**src/rtl/pc_pkg.sv**
```systemverilog
// rtl/pc_pkg.sv - shared types and defaults for the program counter unit
package pc_pkg;

    // Source of the next PC, supplied by the control unit.
    typedef enum logic [1:0] {
        PC_SEQ    = 2'd0,
        PC_BRANCH = 2'd1,
        PC_JAL    = 2'd2,
        PC_JALR   = 2'd3
    } pc_mode_e;

    // Sequencer state; fault and halted outputs decode directly from it.
    typedef enum logic [1:0] {
        ST_RUN   = 2'd0,
        ST_HALT  = 2'd1,
        ST_FAULT = 2'd2
    } pc_state_e;

    localparam logic [31:0] DEFAULT_RESET_VECTOR = 32'h0000_0000;
    localparam int          DEFAULT_PC_INCREMENT = 4;

endpackage

```
**src/rtl/imm_gen_bj.sv**
```systemverilog
// rtl/imm_gen_bj.sv - combinational B-type and J-type immediate decoder
//
// Ports:
//   instr  in   32    raw instruction word
//   imm_b  out  XLEN  sign-extended branch offset
//   imm_j  out  XLEN  sign-extended jump offset
module imm_gen_bj #(
    parameter int XLEN = 32
) (
    input  logic [31:0]     instr,
    output logic [XLEN-1:0] imm_b,
    output logic [XLEN-1:0] imm_j
);

    // Both offsets are even; bit 0 is an implied zero.
    assign imm_b = {{(XLEN-13){instr[31]}}, instr[31], instr[7],
                    instr[30:25], instr[11:8], 1'b0};

    assign imm_j = {{(XLEN-21){instr[31]}}, instr[31], instr[19:12],
                    instr[20], instr[30:21], 1'b0};

    // The opcode field carries no immediate bits.
    logic unused_opcode;
    assign unused_opcode = ^instr[6:0];

endmodule

```
**src/rtl/pc_unit.sv**
```systemverilog
// rtl/pc_unit.sv - program counter with branch/jump targets, stall, halt and fault
//
// Ports:
//   clk, arst_n   clock (rising edge) and asynchronous active-low reset
//   instr         instruction word, source of the B/J immediates
//   alu_res       bit0 = branch condition, full value = JALR target
//   pc_mode       SEQ / BRANCH / JAL / JALR
//   br_neg        invert branch condition
//   stall         hold PC this cycle
//   halt, resume  enter / leave the HALT state
//   redirect      load redirect_pc from any state
//   redirect_pc   redirect target (not alignment-checked)
//   pc_out        current PC
//   pc_link       pc_out + PC_INCREMENT
//   taken         a non-sequential update happened on the last edge
//   fault         FAULT state active
//   fault_addr    misaligned target captured on entry to FAULT
//   halted        HALT state active
module pc_unit
    import pc_pkg::*;
#(
    parameter int               XLEN         = 32,
    parameter logic [XLEN-1:0]  RESET_VECTOR = XLEN'(DEFAULT_RESET_VECTOR),
    parameter int               PC_INCREMENT = DEFAULT_PC_INCREMENT,
    parameter int               ALIGN_BITS   = 2
) (
    input  logic            clk,
    input  logic            arst_n,
    input  logic [31:0]     instr,
    input  logic [XLEN-1:0] alu_res,
    input  pc_mode_e        pc_mode,
    input  logic            br_neg,
    input  logic            stall,
    input  logic            halt,
    input  logic            resume,
    input  logic            redirect,
    input  logic [XLEN-1:0] redirect_pc,
    output logic [XLEN-1:0] pc_out,
    output logic [XLEN-1:0] pc_link,
    output logic            taken,
    output logic            fault,
    output logic [XLEN-1:0] fault_addr,
    output logic            halted
);

    localparam logic [XLEN-1:0] INC = XLEN'(PC_INCREMENT);

    pc_state_e       state_q, state_nxt;
    logic [XLEN-1:0] pc_q, pc_nxt;
    logic            taken_q, taken_nxt;
    logic [XLEN-1:0] fault_addr_q, fault_addr_nxt;

    logic [XLEN-1:0] imm_b;
    logic [XLEN-1:0] imm_j;
    logic [XLEN-1:0] seq_pc;
    logic [XLEN-1:0] target;
    logic            cond;
    logic            nonseq;
    logic            misaligned;

    imm_gen_bj #(
        .XLEN (XLEN)
    ) u_imm_gen (
        .instr (instr),
        .imm_b (imm_b),
        .imm_j (imm_j)
    );

    assign seq_pc = pc_q + INC;
    assign cond   = alu_res[0] ^ br_neg;

    // Target selection; nonseq marks updates that leave the sequential stream.
    always_comb begin
        target = seq_pc;
        nonseq = 1'b0;
        case (pc_mode)
            PC_SEQ: begin
                target = seq_pc;
                nonseq = 1'b0;
            end
            PC_BRANCH: begin
                target = cond ? (pc_q + imm_b) : seq_pc;
                nonseq = cond;
            end
            PC_JAL: begin
                target = pc_q + imm_j;
                nonseq = 1'b1;
            end
            PC_JALR: begin
                target = {alu_res[XLEN-1:1], 1'b0};
                nonseq = 1'b1;
            end
            default: begin
                target = seq_pc;
                nonseq = 1'b0;
            end
        endcase
    end

    // Only taken non-sequential targets are checked, so a not-taken branch
    // with an odd offset never faults.
    assign misaligned = nonseq && (target[ALIGN_BITS-1:0] != '0);

    always_comb begin
        state_nxt      = state_q;
        pc_nxt         = pc_q;
        taken_nxt      = 1'b0;
        fault_addr_nxt = fault_addr_q;
        if (redirect) begin
            state_nxt = ST_RUN;
            pc_nxt    = redirect_pc;
            taken_nxt = 1'b1;
        end else begin
            case (state_q)
                ST_FAULT: begin
                    state_nxt = ST_FAULT;
                end
                ST_HALT: begin
                    // Resume only changes state; the PC moves on the next edge.
                    if (resume) begin
                        state_nxt = ST_RUN;
                    end
                end
                ST_RUN: begin
                    if (halt) begin
                        state_nxt = ST_HALT;
                    end else if (stall) begin
                        state_nxt = ST_RUN;
                    end else if (misaligned) begin
                        state_nxt      = ST_FAULT;
                        fault_addr_nxt = target;
                    end else begin
                        pc_nxt    = target;
                        taken_nxt = nonseq;
                    end
                end
                default: begin
                    state_nxt = ST_RUN;
                end
            endcase
        end
    end

    always_ff @(posedge clk or negedge arst_n) begin
        if (!arst_n) begin
            state_q      <= ST_RUN;
            pc_q         <= RESET_VECTOR;
            taken_q      <= 1'b0;
            fault_addr_q <= '0;
        end else begin
            state_q      <= state_nxt;
            pc_q         <= pc_nxt;
            taken_q      <= taken_nxt;
            fault_addr_q <= fault_addr_nxt;
        end
    end

    assign pc_out     = pc_q;
    assign pc_link    = seq_pc;
    assign taken      = taken_q;
    assign fault      = (state_q == ST_FAULT);
    assign fault_addr = fault_addr_q;
    assign halted     = (state_q == ST_HALT);

endmodule
```
**config.mk**
```make
export PLATFORM = sky130hd
export DESIGN_NAME = pc_unit
export DESIGN_NICKNAME = d
export VERILOG_FILES = /design/src/rtl/pc_pkg.sv /design/src/rtl/imm_gen_bj.sv /design/src/rtl/pc_unit.sv
export SDC_FILE = /design/constraint.sdc
export NUM_CORES = 1
export LEC_CHECK = 0
export ABC_CLOCK_PERIOD_IN_PS = 7200
export CAP_MARGIN = 10
export CORE_ASPECT_RATIO = 1.4
export CORE_MARGIN = 2
export CORE_UTILIZATION = 60
export CTS_CLUSTER_SIZE = 40
export DETAILED_ROUTE_END_ITERATION = 12
export DONT_BUFFER_PORTS = 1
export PLACE_DENSITY = 0.83
export SYNTH_ARGS = -nofsm -noshare
export SYNTH_HDL_FRONTEND = slang
export SYNTH_SLANG_ARGS = --single-unit
```
**constraint.sdc**
```tcl
create_clock -name clk -period 7.2 [get_ports clk]
set_clock_uncertainty 0.15 [all_clocks]
set_input_delay 1.08 -clock clk [delete_from_list [all_inputs] [get_ports clk]]
set_output_delay 1.08 -clock clk [all_outputs]
set_load 0.02 [all_outputs]
```
Word level (Yosys, flattened, before mapping)
Cells that the tools add are included.
{ "word_totals": {"regBits": 67, "inputBits": 105, "out_inout_bits": 99, "word_cells": 49} }
{ "classes": {"add_sub_neg": 3, "n_eq_ne": 10, "mux": 19, "n_bitwise": 4, "n_reduce_logical": 9} }
{ "op_table": {"columns": ["operator", "n"], "rows": [
  ["32-bit two-way mux", 6],
  ["32-bit one-hot mux with 4 select lines", 1],
  ["32-bit adder", 2],
  ["32-bit by 3-bit adder with 32-bit output (second input constant)", 1],
  ["2-bit two-way mux", 5],
  ["2-bit equality test (second input constant)", 3],
  ["2-bit one-hot mux with 3 select lines", 1],
  ["1-bit two-way mux", 5],
  ["5-bit != test (second input constant)", 1],
  ["5-bit AND reduction", 1],
  ["2-bit by 1-bit equality test with 1-bit output (second input constant)", 2],
  ["2-bit logical NOT", 2],
  ["2-bit by 1-bit != test with 1-bit output (second input constant)", 2],
  ["4-bit AND reduction", 1],
  ["2-bit nonzero test", 2],
  ["3-bit != test (second input constant)", 1],
  ["1-bit inverter", 3],
  ["1-bit one-hot mux with 3 select lines", 1],
  ["2-bit != test (second input constant)", 1],
  ["2-bit AND reduction", 1],
  ["2-bit OR reduction", 1],
  ["1-bit logical AND", 1],
  ["1-bit XOR", 1]
]} }

Longest topological paths before layout
Gate-level depths: netlist (run 1).
{ "depth": {"word_depth": 10, "depth_mapped": 12, "mapped_depth_nobuf": 12} }

By module
A second synthesis (run 1) with hierarchy kept.
{ "hier_totals": {"hier_cells": 1088, "area_unflattened_um2": 8196.6} }
{ "by_module_without_submodules": {"columns": ["mod", "n_inst", "cells_per_inst", "area_per_inst_um2", "seq_area_each_um2"], "rows": [
  ["pc_unit", 1, 1023, 7712.4, 1676.6],
  ["imm_gen_bj", 1, 65, 484.2, 0.0]
]} }

Worst setup path before layout (run 1)
OpenSTA, ideal clock, no wires.
{ "synth_timing": {"path_kind": "input port to flip-flop", "start": "input instr[31]", "end": "register pc_q[30] (netlist: pc_out[30])", "setup_ps": 73, "arrival_time_ps": 3397, "t_required_ps": 6977, "setup_slack_ps": 3580, "cell_stages": 11, "path_buffers": 1, "cell_sequence": "ha_1 buf_6 a21o_1 a211o_1 or3_1 o22a_4 a31oi_4 and4b_1 a211oi_2 nand3_1 a21oi_2"} }
{ "synth_between": {"elab_chain_len": 8, "elab_cells_between_ends": 9, "cone_classes": "add/sub: 2; mux: 7"} }
{ "synth_rtl": {"columns": ["element", "line", "source"], "rows": [
  ["start, declared", "pc_unit.sv:29", "input logic [31:0] instr,"],
  ["32-bit adder", "pc_unit.sv:82", "target = cond ? (pc_q + imm_b) : seq_pc;"],
  ["32-bit two-way mux", "pc_unit.sv:82", null],
  ["32-bit one-hot mux with 4 select lines (*)", "pc_unit.sv:76", "case (pc_mode)"],
  ["32-bit two-way mux (*)", "pc_unit.sv:129", "end else if (misaligned) begin"],
  ["32-bit two-way mux (*)", "pc_unit.sv:127", "end else if (stall) begin"],
  ["32-bit two-way mux (*)", "pc_unit.sv:125", "if (halt) begin"],
  ["32-bit two-way mux (*)", "pc_unit.sv:114", "case (state_q)"],
  ["32-bit two-way mux (*)", "pc_unit.sv:109", "if (redirect) begin"],
  ["end signal, assigned", "pc_unit.sv:152", "pc_q <= pc_nxt;"],
  ["end, declared", "pc_unit.sv:49", "logic [XLEN-1:0] pc_q, pc_nxt;"]
]} }
Mark *: on every way between the ends. The rest lies on a longest branch, timed or not. The select of a mux whose other input is x is not followed.
A chain may end at the register's enable or synchronous reset.

Worst setup path after layout (run 1)
{ "layout_timing": {"start": "register pc_q[2] (netlist: pc_out[2])", "end": "output pc_link[18]"} }
{ "layout_between": {"elab_chain_len": 1} }
{ "layout_rtl": {"columns": ["element", "line", "source"], "rows": [
  ["32-bit by 3-bit adder with 32-bit output", "pc_unit.sv:69", "assign seq_pc = pc_q + INC;"],
  ["end, declared", "pc_unit.sv:39", "output logic [XLEN-1:0] pc_link,"]
]} }
Every way passes these cells.

==> impl_metrics.env, run 1 <==
export IMPL_grt_usage_pct=39.9
export IMPL_clkTransAtPathRegs_ns=0.06
export IMPL_async_flop_share_pct=100
export IMPL_die_w_um=97.9
export IMPL_drc=0
export IMPL_syn_nets=1149
export IMPL_path_class="reg -> out"
export IMPL_synth_cell_type_count=77
export IMPL_drtAntennaViolNets=0
export IMPL_critPathSlowestCell="dfrtp_1"
export IMPL_num_vias=8020
export IMPL_io_buffers=0
export IMPL_instances_no_fill=1105
export IMPL_report_final_slew_viol_count=0
export IMPL_cap_violations=0
export IMPL_overflow=0
export IMPL_synth_edf_count=0
export IMPL_wirelength_mm=27.3
export IMPL_hpwl_mm=20.7
export IMPL_postLayoutCoreUtil_pct=63.4
export IMPL_cts_tree="done"
export IMPL_r2r_worst_path_cells=10
export IMPL_nNetsFinal=1101
export IMPL_regToRegSetupSlack_ns=3.06
export IMPL_rsz0062_at_grt="false"
export IMPL_pin_count=204
export IMPL_startpoint_type="flip-flop"
export IMPL_syn_inst=998
export IMPL_r2r_start="pc_out[8]"
export IMPL_finalSetupViolCount=0
export IMPL_fp_dieArea_sq_mm=0.0133
export IMPL_synth_area_per_cell_sq_um=7.42
export IMPL_status="complete, no violations"
export IMPL_rr_endpoint="pc_out[28]"
export IMPL_p_per_area_mw_per_mm2=262
export IMPL_post_route_period_util_pct=59.1
export IMPL_ctsLongestPathBuffers=2
export IMPL_worst_setup_path_end_kind="primary output"
export IMPL_clock_sinks=67
export IMPL_grt_pass1_vias=7683
export IMPL_synth_flop_cell="dfrtp_1"
export IMPL_path_delay_family="simple AND/OR/NAND/NOR gates"
export IMPL_ys_seq_area_share_pct=22.6
export IMPL_globalplace_congestion=1.05
export IMPL_layout_common_cells="nand2_1, o21ai_0, a21oi_1"
export IMPL_antenna_found_initial=0
export IMPL_antenna_cells=0
export IMPL_syn_area_sq_mm=0.00741
export IMPL_worst_ep_arrival_time_ns=3.02
export IMPL_insertion_delay_ns=0.33
export IMPL_cts_hold_fix_buffers=0
export IMPL_grt_pass1_wl_mm=41.6
export IMPL_critPathRequiredTime_ns=5.97
export IMPL_wl_per_cell_um=24.7
export IMPL_irDropWorstVdd_v=0.000267
export IMPL_slew_headroom_pct=31.4
export IMPL_synth_seq_cells=67
export IMPL_holdWs_ns=0.290
export IMPL_post_cts_setup_buffer_count=0
export IMPL_final_min_clock_period_ns=4.25
export IMPL_core_area_sq_mm=0.0122
export IMPL_grt_max_degree=69
export IMPL_hold_violations=0
export IMPL_finalSetupTns_ns=0
export IMPL_clk_root_buffer_cell="clkbuf_16"
export IMPL_placed_cells=1089
export IMPL_cp_num_buf_inv=0
export IMPL_drtPass1Iterations=8
export IMPL_numCtsBuffers=9
export IMPL_worst_pin_slew_ns=1.02
export IMPL_via_per_inst=7.26
export IMPL_drtIter0Drc=776
export IMPL_p_total_mw=2.02
export IMPL_rows=48
export IMPL_drive_gt1_share_pct=5.34
export IMPL_cp_depth=5
export IMPL_hp_class="in -> async"
export IMPL_cts_max_level=3
export IMPL_fp_dieH_um=135
export IMPL_slowest_delay_ns=0.71
export IMPL_start_util_pct=60.7
export IMPL_ctsResizeCount=0
export IMPL_path_cells="ha_1 -> nand2_1 -> nor4_4 -> nand3_1 -> xnor2_1"
export IMPL_worstPathMaxFanout=10
export IMPL_area_growth_pct=4.29
export IMPL_final_common_cell="nand2_1"
export IMPL_p_leak_nw=3.21
export IMPL_yosys_warnings=0
export IMPL_max_freq_mhz=235
[sequential cells by signal, indices dropped and copies added, names as in the netlist]
name,cells
fault_addr,32
pc_out,32
state_q,2
taken,1
[Yosys cell counts, drive strengths merged (6+ instances only)]
| cell | instances | area [sq um] |
|---|---|---|
| nand2 | 127 | 477 |
| o21ai | 103 | 515 |
| a21oi | 85 | 429 |
| nor2 | 74 | 278 |
| dfrtp | 67 | 1680 |
| clkbuf | 49 | 185 |
| ha | 44 | 551 |
| nand3 | 43 | 215 |
| xnor2 | 33 | 297 |
| a21o | 26 | 195 |
| inv | 25 | 93.8 |
| xor2 | 21 | 184 |
| a211oi | 20 | 165 |
| nand4 | 19 | 125 |
| nor3 | 18 | 90.1 |
| buf | 16 | 86.3 |
| nor2b | 16 | 100 |
| nand2b | 14 | 87.6 |
| a31oi | 12 | 96.3 |
| nor4 | 12 | 105 |
| o21a | 12 | 90.1 |
| and3 | 11 | 68.8 |
| mux2i | 11 | 110 |
| nor3b | 11 | 82.6 |
| o211ai | 9 | 67.6 |
| o31ai | 8 | 60.1 |
| o22ai | 7 | 43.8 |
| a222oi | 6 | 60.1 |
| a22oi | 6 | 45.0 |
| o221ai | 6 | 52.6 |
| o31a | 6 | 52.6 |
| or3 | 6 | 37.5 |
[cell families (layout without fill, tap and decap cells)]
| kind of cell | after synthesis | count (layout) | synth area share (%) |
|---|---|---|---|
| AO/OA/AOI/OAI | 357 | 357 | 31.5 |
| XOR/XNOR | 54 | 54 | 6.49 |
| multiplexers | 16 | 16 | 2.25 |
| flip-flops | 67 | 67 | 22.6 |
| AND/OR/NAND/NOR | 367 | 367 | 24.1 |
| adder cells (fa/ha/maj) | 46 | 46 | 7.97 |
| buffers and inverters | 91 | 48 | 4.98 |
[report_power, final]
| group | total, mW | switching (mW) | internal (mW) |
|---|---|---|---|
| sequential | 0.703 | 0.236 | 0.467 |
| clock | 0.511 | 0.164 | 0.347 |
| combinational | 0.806 | 0.516 | 0.290 |
[metrics by stage]
step                      area [sq um]  setup slack, ns
after CTS                         7720             3.06
after detailed placement          7370             2.85
after global routing              7720             2.82
final                             7720             2.95
after floorplan                   7410             3.58
after global placement            7370             2.91
[layer usage]
layer / GRT usage [%] / vias to the layer above / share of wire [%]
met5: 0 / - / 0
met4: 28.8 / 0 / 8.8
met3: 13.1 / 161 / 11
met2: 66.9 / 538 / 47
met1: 41.7 / 3719 / 34
li1: - / 3602 / -
[worst max-delay path by stage]
| stage | from | to | slack [ns] |
|---|---|---|---|
| after floorplan | instr[31] | pc_out[30] | 3.58 |
| after global placement | instr[28] | pc_out[28] | 2.91 |
| after detailed placement | instr[28] | pc_out[28] | 2.85 |
| after CTS | pc_out[2] | pc_link[18] | 3.06 |
| after global routing | pc_out[2] | pc_link[18] | 2.82 |
| final | pc_out[2] | pc_link[18] | 2.95 |
[cell type report]
class / count / area [sq um]
Clock buffer: 10 / 239
Tap cell: 150 / 188
Sequential cell: 67 / 1680
Fill cell: 1124 / 4470
Timing Repair Buffer: 6 / 45.0
Inverter: 26 / 97.6
Clock inverter: 6 / 113
Multi-Input combinational cell: 840 / 5370
No activity file was read; power rests on OpenSTA's default activity.
==> run 2: changes to the inputs <==
--- a/config.mk
+++ b/config.mk
@@ -5,7 +5,7 @@
 export SDC_FILE = /design/constraint.sdc
 export NUM_CORES = 1
 export LEC_CHECK = 0
-export ABC_CLOCK_PERIOD_IN_PS = 7200
+export ABC_CLOCK_PERIOD_IN_PS = 4100
 export CAP_MARGIN = 10
 export CORE_ASPECT_RATIO = 1.4
 export CORE_MARGIN = 2
==> constraint.sdc (replaced) <==
create_clock -name clk -period 4.1 [get_ports clk]
set_clock_uncertainty 0.15 [all_clocks]
set_input_delay 0.615 -clock clk [delete_from_list [all_inputs] [get_ports clk]]
set_output_delay 0.615 -clock clk [all_outputs]
set_load 0.02 [all_outputs]
==> run 2 against run 1 <==
Count of clock-buffer cells in the layout fell by 1. Critical path depth rose by 6. First-iteration DRC count fell by 9.3%. Die area did not move. Critical endpoint is now pc_out[23]. Sequential share of layout area fell by 0.73 points. Total power rose by 73%. Clock power rose by 46%. Utilization rose by 2.2 points. Setup slack got worse by 2.5 ns. Sequential power rose by 66%.
==> impl_metrics.env, run 2 (synthesis gave the netlist of run 1 again) <==
export IMPL_status="complete, no violations"
export IMPL_overflow=0
export IMPL_regToRegSetupSlack_ns=0.45
export IMPL_critPathRequiredTime_ns=4.16
export IMPL_wl_per_cell_um=25.0
export IMPL_worst_pin_slew_ns=0.916
export IMPL_finalSetupTns_ns=0
export IMPL_ctsLongestPathBuffers=2
export IMPL_final_common_cell="nand2_1"
export IMPL_grt_max_degree=69
export IMPL_drtAntennaViolNets=0
export IMPL_nNetsFinal=1142
export IMPL_worstPathMaxFanout=7
export IMPL_p_per_area_mw_per_mm2=438
export IMPL_cts_tree="done"
export IMPL_antenna_found_initial=0
export IMPL_met1_usage_pct=43.5
export IMPL_grt_usage_pct=41.9
export IMPL_clkTransAtPathRegs_ns=0.05
export IMPL_drtIter0Drc=704
export IMPL_rows=48
export IMPL_rr_endpoint="pc_out[23]"
export IMPL_layout_common_cells="nand2_1, o21ai_0, a21oi_1"
export IMPL_r2r_start="pc_out[2]"
export IMPL_grtUsageMet3_pct=10.6
export IMPL_fp_dieH_um=135
export IMPL_drive_gt1_share_pct=9.24
export IMPL_cts_max_level=3
export IMPL_slew_headroom_pct=38.8
export IMPL_fp_dieArea_sq_mm=0.0133
export IMPL_startpoint_type="flip-flop"
export IMPL_via_per_inst=7.24
export IMPL_hp_class="in -> async"
export IMPL_grtUsageMet2_pct=69.1
export IMPL_io_buffers=0
export IMPL_post_route_period_util_pct=89.1
export IMPL_max_freq_mhz=274
export IMPL_final_min_clock_period_ns=3.65
export IMPL_dpl_instance_area_sq_mm=0.00767
export IMPL_worst_ep_arrival_time_ns=3.72
export IMPL_core_area_sq_mm=0.0122
export IMPL_pin_count=204
export IMPL_grt_pass1_vias=7844
export IMPL_crit_start="pc_out[2]"
export IMPL_num_vias=8297
export IMPL_numCtsBuffers=9
export IMPL_drc=0
export IMPL_globalplace_congestion=1.06
export IMPL_post_cts_setup_buffer_count=0
export IMPL_drtPass1Iterations=6
export IMPL_wirelength_mm=28.7
export IMPL_final_area_sq_mm=0.00799
export IMPL_worst_setup_path_end_kind="flip-flop"
export IMPL_hold_violations=0
export IMPL_grt_pass1_wl_mm=43.1
export IMPL_rsz0062_at_grt="false"
export IMPL_clock_sinks=67
export IMPL_area_growth_pct=7.94
export IMPL_fill_cells=1047
export IMPL_cts_hold_fix_buffers=1
export IMPL_p_total_mw=3.50
export IMPL_hpwl_mm=22.3
export IMPL_insertion_delay_ns=0.33
export IMPL_p_leak_nw=3.39
export IMPL_report_final_slew_viol_count=0
export IMPL_cp_endpoint="pc_out[23]"
export IMPL_die_w_um=97.9
export IMPL_r2r_worst_path_cells=11
export IMPL_busiest_layer="met2"
export IMPL_cap_violations=0
export IMPL_path_class="reg -> reg"
export IMPL_clk_root_buffer_cell="clkbuf_16"
export IMPL_antenna_cells=0
export IMPL_start_util_pct=60.7
export IMPL_ctsResizeCount=0
export IMPL_irDropWorstVdd_v=0.000366
export IMPL_finalSetupViolCount=0
[run 2: worst min-delay path by stage]
stage                                end  cells after the start
after floorplan            fault_addr[0]                      0
after global placement    fault_addr[28]                      0
after detailed placement  fault_addr[28]                      0
after CTS                 fault_addr[11]                      1
after global routing          pc_out[23]                      1
final                     fault_addr[18]                      1
[run 2: stage by stage]
| stage | utilization, % | cells | worst slack (ns) | hold WS (ns) |
|---|---|---|---|---|
| 3_3_place_gp | 62.9 | 1129 | 0.487 | 0.171 |
| 4_1_cts | 65.6 | 1146 | 0.534 | 0.0249 |
| 3_5_place_dp | 62.9 | 1129 | 0.451 | 0.171 |
| 6_report | 65.6 | 1146 | 0.448 | 0.0140 |
| 2_1_floorplan | - | 998 | 0.945 | 0.169 |
| 5_1_grt | 65.6 | 1146 | 0.297 | 0.0202 |
[run 2: critical path, stage by stage (launching register included)]
cell	delay (ns)
dfrtp_1	0.50
inv_1	0.24
fa_1	0.49
nand2b_1	0.20
a211oi_1	0.31
o21bai_1	0.14
nand2_1	0.17
a21oi_1	0.21
or2_2	0.32
a32oi_1	0.41
o31ai_1	0.12
mux2_2	0.26
[run 2: area by class of cell]
cell class                 instances  area, sq um  area share, %
sequential                        67         1680           21.0
multi-input combinational        840         5370           67.1
inverter                          26         97.6           1.22
clock buffer                       9          225           2.82
tap                              150          188           2.35
timing repair buffer              47          373           4.66
clock inverter                     7         68.8          0.861
[run 2: layer usage]
metal / vias up / routed length (um)
met1: 3802 / 9300
met2: 614 / 13200
met3: 191 / 2760
li1: 3690 / -
met4: 0 / 3380
met5: - / 0
[run 2: power by group]
| part | leakage [nW] | internal, mW | switching (mW) | total, mW |
|---|---|---|---|---|
| combinational | 2.43 | 0.565 | 1.02 | 1.59 |
| sequential | 0.826 | 0.823 | 0.344 | 1.17 |
| clock | 0.141 | 0.467 | 0.280 | 0.748 |
